**config.mk**
```make
export PLATFORM = sky130hd
export DESIGN_NAME = seven_segment_hex_decoder_flat
export DESIGN_NICKNAME = d
export VERILOG_FILES = /design/src/rtl/seven_segment_hex_decoder_pkg.sv /design/src/rtl/seven_segment_hex_decoder_if.sv /design/src/rtl/seven_segment_hex_unmapping.sv /design/src/rtl/seven_segment_hex_decoder.sv /design/src/flat_wrapper.sv
export SDC_FILE = /design/constraint.sdc
export NUM_CORES = 1
export LEC_CHECK = 0
export CAP_MARGIN = 20
export CORE_UTILIZATION = 55
export DETAILED_ROUTE_END_ITERATION = 10
export GPL_TIMING_DRIVEN = 0
export PLACE_DENSITY = 0.8
export SYNTH_ARGS = -nofsm -noshare
export SYNTH_HDL_FRONTEND = slang
export SYNTH_SLANG_ARGS = --single-unit
```
**constraint.sdc**
```tcl
create_clock -name I_CLK -period 2.7 [get_ports I_CLK]
set_input_delay 0.54 -clock I_CLK [delete_from_list [all_inputs] [get_ports I_CLK]]
set_output_delay 0.54 -clock I_CLK [all_outputs]
set_load 0.02 [all_outputs]
```
**src/rtl/seven_segment_hex_decoder_pkg.sv**
```systemverilog
// Shared constants for the 7-segment hex decoder: digit patterns,
// blank pattern, segment bit order and the filter state type.
package seven_segment_pkg;

    localparam int SEG_W = 7;

    typedef logic [SEG_W-1:0] seg_t;

    // Segment n of the display sits at bus bit (SEG_BIT_SEG0 - n),
    // i.e. segment 0 is the MSB. Shared with the mapping direction.
    localparam int SEG_BIT_SEG0 = SEG_W - 1;

    // Active-low patterns, MSB = segment 0.
    localparam seg_t SEG_0     = 7'b1000000;
    localparam seg_t SEG_1     = 7'b1111001;
    localparam seg_t SEG_2     = 7'b0100100;
    localparam seg_t SEG_3     = 7'b0110000;
    localparam seg_t SEG_4     = 7'b0011001;
    localparam seg_t SEG_5     = 7'b0010010;
    localparam seg_t SEG_6     = 7'b0000010;
    localparam seg_t SEG_7     = 7'b1111000;
    localparam seg_t SEG_8     = 7'b0000000;
    localparam seg_t SEG_9     = 7'b0011000;
    localparam seg_t SEG_A     = 7'b0001000;
    localparam seg_t SEG_B     = 7'b0000011;
    localparam seg_t SEG_C     = 7'b1000110;
    localparam seg_t SEG_D     = 7'b0100001;
    localparam seg_t SEG_E     = 7'b0000110;
    localparam seg_t SEG_F     = 7'b0001110;
    localparam seg_t SEG_BLANK = 7'b1111111;

    typedef enum logic {
        S_SETTLING,
        S_LOCKED
    } state_t;

endpackage

```
**src/rtl/seven_segment_hex_decoder_if.sv**
```systemverilog
// Segment sample input plus decoded-digit valid/ready output.
// master: the decoder; slave: sampler/consumer side.
interface seven_segment_hex_decoder_if;
    import seven_segment_pkg::*;

    logic       I_STROBE;
    seg_t       I_7_SEGMENT;
    logic       O_VALID;
    logic       I_READY;
    logic [3:0] O_VALUE;
    logic       O_ERROR;
    logic       O_OVERRUN;

    modport master (
        input  I_STROBE,
        input  I_7_SEGMENT,
        input  I_READY,
        output O_VALID,
        output O_VALUE,
        output O_ERROR,
        output O_OVERRUN
    );

    modport slave (
        output I_STROBE,
        output I_7_SEGMENT,
        output I_READY,
        input  O_VALID,
        input  O_VALUE,
        input  O_ERROR,
        input  O_OVERRUN
    );
endinterface

```
**src/rtl/seven_segment_hex_unmapping.sv**
```systemverilog
// Combinational inverse of the hex-to-7-segment table.
// Ports: pattern in; hit/value out for a digit, blank for all-off.
module seven_segment_hex_unmapping
    import seven_segment_pkg::*;
(
    input  seg_t       pattern,
    output logic       hit,
    output logic [3:0] value,
    output logic       blank
);

    always_comb begin
        hit   = 1'b1;
        value = 4'h0;
        blank = (pattern == SEG_BLANK);
        case (pattern)
            SEG_0:   value = 4'h0;
            SEG_1:   value = 4'h1;
            SEG_2:   value = 4'h2;
            SEG_3:   value = 4'h3;
            SEG_4:   value = 4'h4;
            SEG_5:   value = 4'h5;
            SEG_6:   value = 4'h6;
            SEG_7:   value = 4'h7;
            SEG_8:   value = 4'h8;
            SEG_9:   value = 4'h9;
            SEG_A:   value = 4'hA;
            SEG_B:   value = 4'hB;
            SEG_C:   value = 4'hC;
            SEG_D:   value = 4'hD;
            SEG_E:   value = 4'hE;
            SEG_F:   value = 4'hF;
            default: hit   = 1'b0;
        endcase
    end

endmodule

```
**src/rtl/seven_segment_hex_decoder.sv**
```systemverilog
// Stability filter, decode and one-entry output buffer for a sampled
// 7-segment bus. Ports: I_CLK, I_RESET (sync, high), bus (master).
module seven_segment_hex_decoder
    import seven_segment_pkg::*;
#(
    parameter int P_STABLE_COUNT = 4
) (
    input logic                      I_CLK,
    input logic                      I_RESET,
    seven_segment_hex_decoder_if.master bus
);

    localparam int CW = $clog2(P_STABLE_COUNT + 1);
    localparam logic [CW-1:0] C_MAX = CW'(P_STABLE_COUNT);

    state_t        state, state_nxt;
    seg_t          cand, cand_nxt;
    logic [CW-1:0] cnt, cnt_nxt;
    logic          accept;

    logic          dec_hit;
    logic [3:0]    dec_value;
    logic          dec_blank;
    logic          emit;

    logic          valid_q;
    logic [3:0]    value_q;
    logic          error_q;
    logic          overrun_q;

    always_comb begin
        state_nxt = state;
        cand_nxt  = cand;
        cnt_nxt   = cnt;
        accept    = 1'b0;
        if (bus.I_STROBE) begin
            if (bus.I_7_SEGMENT != cand) begin
                cand_nxt  = bus.I_7_SEGMENT;
                cnt_nxt   = CW'(1);
                state_nxt = S_SETTLING;
            end else if (state == S_SETTLING) begin
                cnt_nxt = (cnt >= C_MAX) ? C_MAX : cnt + CW'(1);
            end
            if (state_nxt == S_SETTLING && cnt_nxt == C_MAX) begin
                accept    = 1'b1;
                state_nxt = S_LOCKED;
            end
        end
    end

    // Decode the value the candidate register is about to hold, so a
    // pattern accepted on its loading strobe is decoded in time.
    seven_segment_hex_unmapping u_unmap (
        .pattern (cand_nxt),
        .hit     (dec_hit),
        .value   (dec_value),
        .blank   (dec_blank)
    );

    assign emit = accept && !dec_blank;

    always_ff @(posedge I_CLK) begin
        if (I_RESET) begin
            state <= S_LOCKED;
            cand  <= SEG_BLANK;
            cnt   <= '0;
        end else begin
            state <= state_nxt;
            cand  <= cand_nxt;
            cnt   <= cnt_nxt;
        end
    end

    always_ff @(posedge I_CLK) begin
        if (I_RESET) begin
            valid_q   <= 1'b0;
            value_q   <= 4'h0;
            error_q   <= 1'b0;
            overrun_q <= 1'b0;
        end else if (emit) begin
            // A completing handshake frees the slot in the same cycle.
            if (!valid_q || bus.I_READY) begin
                valid_q <= 1'b1;
                value_q <= dec_hit ? dec_value : 4'h0;
                error_q <= !dec_hit;
            end else begin
                overrun_q <= 1'b1;
            end
        end else if (valid_q && bus.I_READY) begin
            valid_q <= 1'b0;
        end
    end

    assign bus.O_VALID   = valid_q;
    assign bus.O_VALUE   = value_q;
    assign bus.O_ERROR   = error_q;
    assign bus.O_OVERRUN = overrun_q;

endmodule

```
**src/flat_wrapper.sv**
```systemverilog
// flat-port wrapper written by rule: the top's interface ports become plain ports
module seven_segment_hex_decoder_flat import seven_segment_pkg::*;
#(
    parameter int P_STABLE_COUNT = 4
)
  (I_CLK, I_RESET, bus_I_STROBE, bus_I_7_SEGMENT, bus_I_READY, bus_O_VALID, bus_O_VALUE, bus_O_ERROR, bus_O_OVERRUN);
  seven_segment_hex_decoder_if bus_i ();
  input logic I_CLK;
  input logic I_RESET;
  input wire logic [$bits(bus_i.I_STROBE)-1:0] bus_I_STROBE;
  input wire logic [$bits(bus_i.I_7_SEGMENT)-1:0] bus_I_7_SEGMENT;
  input wire logic [$bits(bus_i.I_READY)-1:0] bus_I_READY;
  output wire logic [$bits(bus_i.O_VALID)-1:0] bus_O_VALID;
  output wire logic [$bits(bus_i.O_VALUE)-1:0] bus_O_VALUE;
  output wire logic [$bits(bus_i.O_ERROR)-1:0] bus_O_ERROR;
  output wire logic [$bits(bus_i.O_OVERRUN)-1:0] bus_O_OVERRUN;
  assign bus_i.I_STROBE = bus_I_STROBE;
  assign bus_i.I_7_SEGMENT = bus_I_7_SEGMENT;
  assign bus_i.I_READY = bus_I_READY;
  assign bus_O_VALID = bus_i.O_VALID;
  assign bus_O_VALUE = bus_i.O_VALUE;
  assign bus_O_ERROR = bus_i.O_ERROR;
  assign bus_O_OVERRUN = bus_i.O_OVERRUN;
  seven_segment_hex_decoder #(.P_STABLE_COUNT(P_STABLE_COUNT)) u_core (.I_CLK(I_CLK), .I_RESET(I_RESET), .bus(bus_i));
endmodule
```
==> metrics.md <==
| Metric | Value |
|---|---|
| Status | finished, final reports clean |
| Number of synthesized flops with an enable pin | 0 |
| Hold Crit Class | reg -> reg |
| Detailed router's first-iteration violation count | 59 |
| Deepest clock path buffer count | 2 |
| CP required | 2.93 ns |
| Remaining antenna violation count after routing | 0 |
| Pleak | 0.556 nW |
| Mapped Avg Cell Area | 9.08 um^2 |
| Max stage delay on crit path | 0.69 ns |
| DR WL/cell | 17.8 um |
| Most common cell after layout, fill and taps aside | dfxtp_1 |
| Port Buf Inserts | 17 |
| Least-Margin Pin Slew | 0.723 ns |
| Place WS | -0.192 ns |
| Worst IR Drop VDD | 0.292 mV |
| Placed cell area | 1620 um^2 |
| DR pass1 iterations | 4 |
| Htree depth | 1 |
| Core ar. | 2450 um^2 |
| Slowest cell on the critical path | clkdlybuf4s50_1 |
| Setup TNS | 0 ns |
| Die Span Y | 52.7 um |
| Startpoint Class | input port |
| Hold path start | u_core.cnt[1] |
| Share of layout cells above drive strength 1 | 15.8% |
| Layout Cells excl Fill | 207 |
| Crit Path Category | in -> reg |
| Gp weighted congestion | 0.909 |
| Cell area after synthesis | 1420 um^2 |
| Diode count | 0 |
| Synth Warn # | 0 |
| Upper clock frequency limit | 386 MHz |
| Top_reg_cell synth | dfxtp_1 |
| Yosys reg bits | 18 |
| Grt ovf | 0 |
| Cts repair resizes | 0 |
| I/O pin total | 18 |
| Root Buffer | clkbuf_4 |
| Worst Setup End Kind | flip-flop |
| Number of max-cap violations | 0 |
| Post-layout nets | 191 |
| Skew final | 0.00833 ns |
| Setup violators final | 0 |
| CTS Hold Bufs | 0 |
| DRC Markers | 0 |
| Initial antenna violation count | 0 |
| Clock sinks | 18 |
| Reg2Reg Depth | 7 |
| Die width | 52.7 um |
| Critical path fanouts, max | 8 |
| Std-Cell Rows | 18 |
| Min cycle time layout | 2.59 ns |
| TritonCTS Buffers | 3 |
| Overall Global Routing Usage | 29.1% |
| Asr flop ratio synth | 0% |
| Via count | 1359 |
| CTS tree | built |
| Worst EP arrival | 2.82 ns |
| Post-CTS setup buffer count | 0 |
| Worst-path cell chain | clkdlybuf4s50_1, xnor2_1, nand4_1, nor4_2, o211ai_1, o32ai_2 |
| Skew-Pair Late Insertion Delay | 0.31 ns |
| Slew headroom | 51.4% |
| Global-route wire length before repair | 5840 um |
| Slew Limit Fails | 0 |
| Setup crit start | bus_I_7_SEGMENT[5] |
| RSZ-0062 raised after global routing | no |
| Final instance area | 1660 um^2 |
| Power Density | 370 nW/um^2 |
| Yosys cell types | 61 |
| Most frequent cells in the layout | dfxtp_1, clkdlybuf4s50_1, a21oi_1 |
| Final hold violation count | 0 |
| Die area | 2780 um^2 |
| Layout Utilization | 67.6% |
| Worst-path clk slew | 0.12 ns |
| Pin count of the biggest net entering global routing | 11 |
| Final WS setup | 0.107 ns |
| Post-DR vias/cell | 6.57 |
| Syn Inst Count | 156 |
| Starting Density | 57.7% |
| Hold Crit Depth | 2 |
| Period utilization | 96.0% |
| Placed cells | 203 |
| Dpl hpwl | 2780 um |
| Post-Syn Nets | 169 |
| Number of global-route vias before repair | 1256 |
| Area grow syn2layout | 17.2% |
| Routed WL | 3690 um |
| R2r startpoint | u_core.cnt[0] |
| Post-synthesis sequential area ratio | 25.4% |
==> registers in the layout, indices dropped and copies added (netlist names) <==
register              cells
u_core.bus.O_ERROR        1
u_core.cand               7
u_core.state              1
u_core.bus.O_OVERRUN      1
u_core.bus.O_VALID        1
u_core.bus.O_VALUE        4
u_core.cnt                3
==> cells in the mapped netlist (all sizes together), types with 3 or more instances <==
master	count	area (um^2)
xnor2	7	61.3
buf	4	35.0
nand3b	3	22.5
nor4	5	43.8
dfxtp	18	360
a211oi	7	62.6
nor3	7	35.0
nand2	9	33.8
mux2i	6	88.8
or3b	4	35.0
nor2	10	37.5
nor4b	3	32.5
o21ai	4	20.0
nand3	3	27.5
a21oi	12	63.8
inv	5	18.8
or3	4	25.0
nor2b	3	18.8
==> power breakdown <==
part	leakage, nW	internal [W]	switching [W]
clock network	0.0210	0.0000824	0.000101
registers	0.147	0.000274	0.0000163
logic	0.387	0.0000649	0.0000746
total	0.556	0.000422	0.000192
==> stage by stage <==
step	power [W]	hold slack [ns]
2_1_floorplan	0.000384	0.449
3_3_place_gp	0.000429	0.459
3_5_place_dp	0.000433	0.477
4_1_cts	0.000608	0.493
5_1_grt	0.000637	0.525
6_report	0.000614	0.496
==> layout make-up <==
| cell class | instances | area [um^2] |
|---|---|---|
| Sequential cell | 18 | 360 |
| Buffer | 5 | 38.8 |
| Fill cell | 210 | 795 |
| Timing Repair Buffer | 17 | 170 |
| Clock buffer | 4 | 36.3 |
| Multi-Input combinational cell | 128 | 998 |
| Tap cell | 30 | 37.5 |
| Inverter | 5 | 18.8 |
==> worst max-delay path, delay by kind of cell <==
family / cells / cell delay (ns)
AO/OA/AOI/OAI: 2 / 0.57
XOR/XNOR: 1 / 0.17
buffers and inverters: 1 / 0.69
AND/OR/NAND/NOR: 2 / 0.86
==> layer usage <==
metal | wire length, um | vias up | global-route usage, % | part of all wire, %
met4 | 23 | 0 | 8.33 | 0.62
met3 | 250 | 2 | 4.35 | 6.8
li1 | - | 652 | - | -
met2 | 1720 | 48 | 46.6 | 47
met1 | 1700 | 657 | 39.9 | 46
met5 | 0 | - | 0 | 0
==> cell families (layout without fill, tap and decap cells) <==
group	after synthesis	in the layout	share of synthesized area (%)
adder cells (fa/ha/maj)	2	2	1.77
XOR/XNOR	7	7	4.33
buffers and inverters	10	31	4.06
flip-flops	18	18	25.4
multiplexers	8	8	8.13
AO/OA/AOI/OAI	45	45	25.4
AND/OR/NAND/NOR	66	66	30.9
==> worst paths after layout <==
check                            end  slack, ns
setup / recovery  u_core.bus.O_ERROR       0.11
hold / removal         u_core.cnt[1]       0.50
setup reg to reg  u_core.bus.O_ERROR       0.45
hold reg to reg        u_core.cnt[1]       0.50
Note: power is estimated with default switching activity, not from simulation.
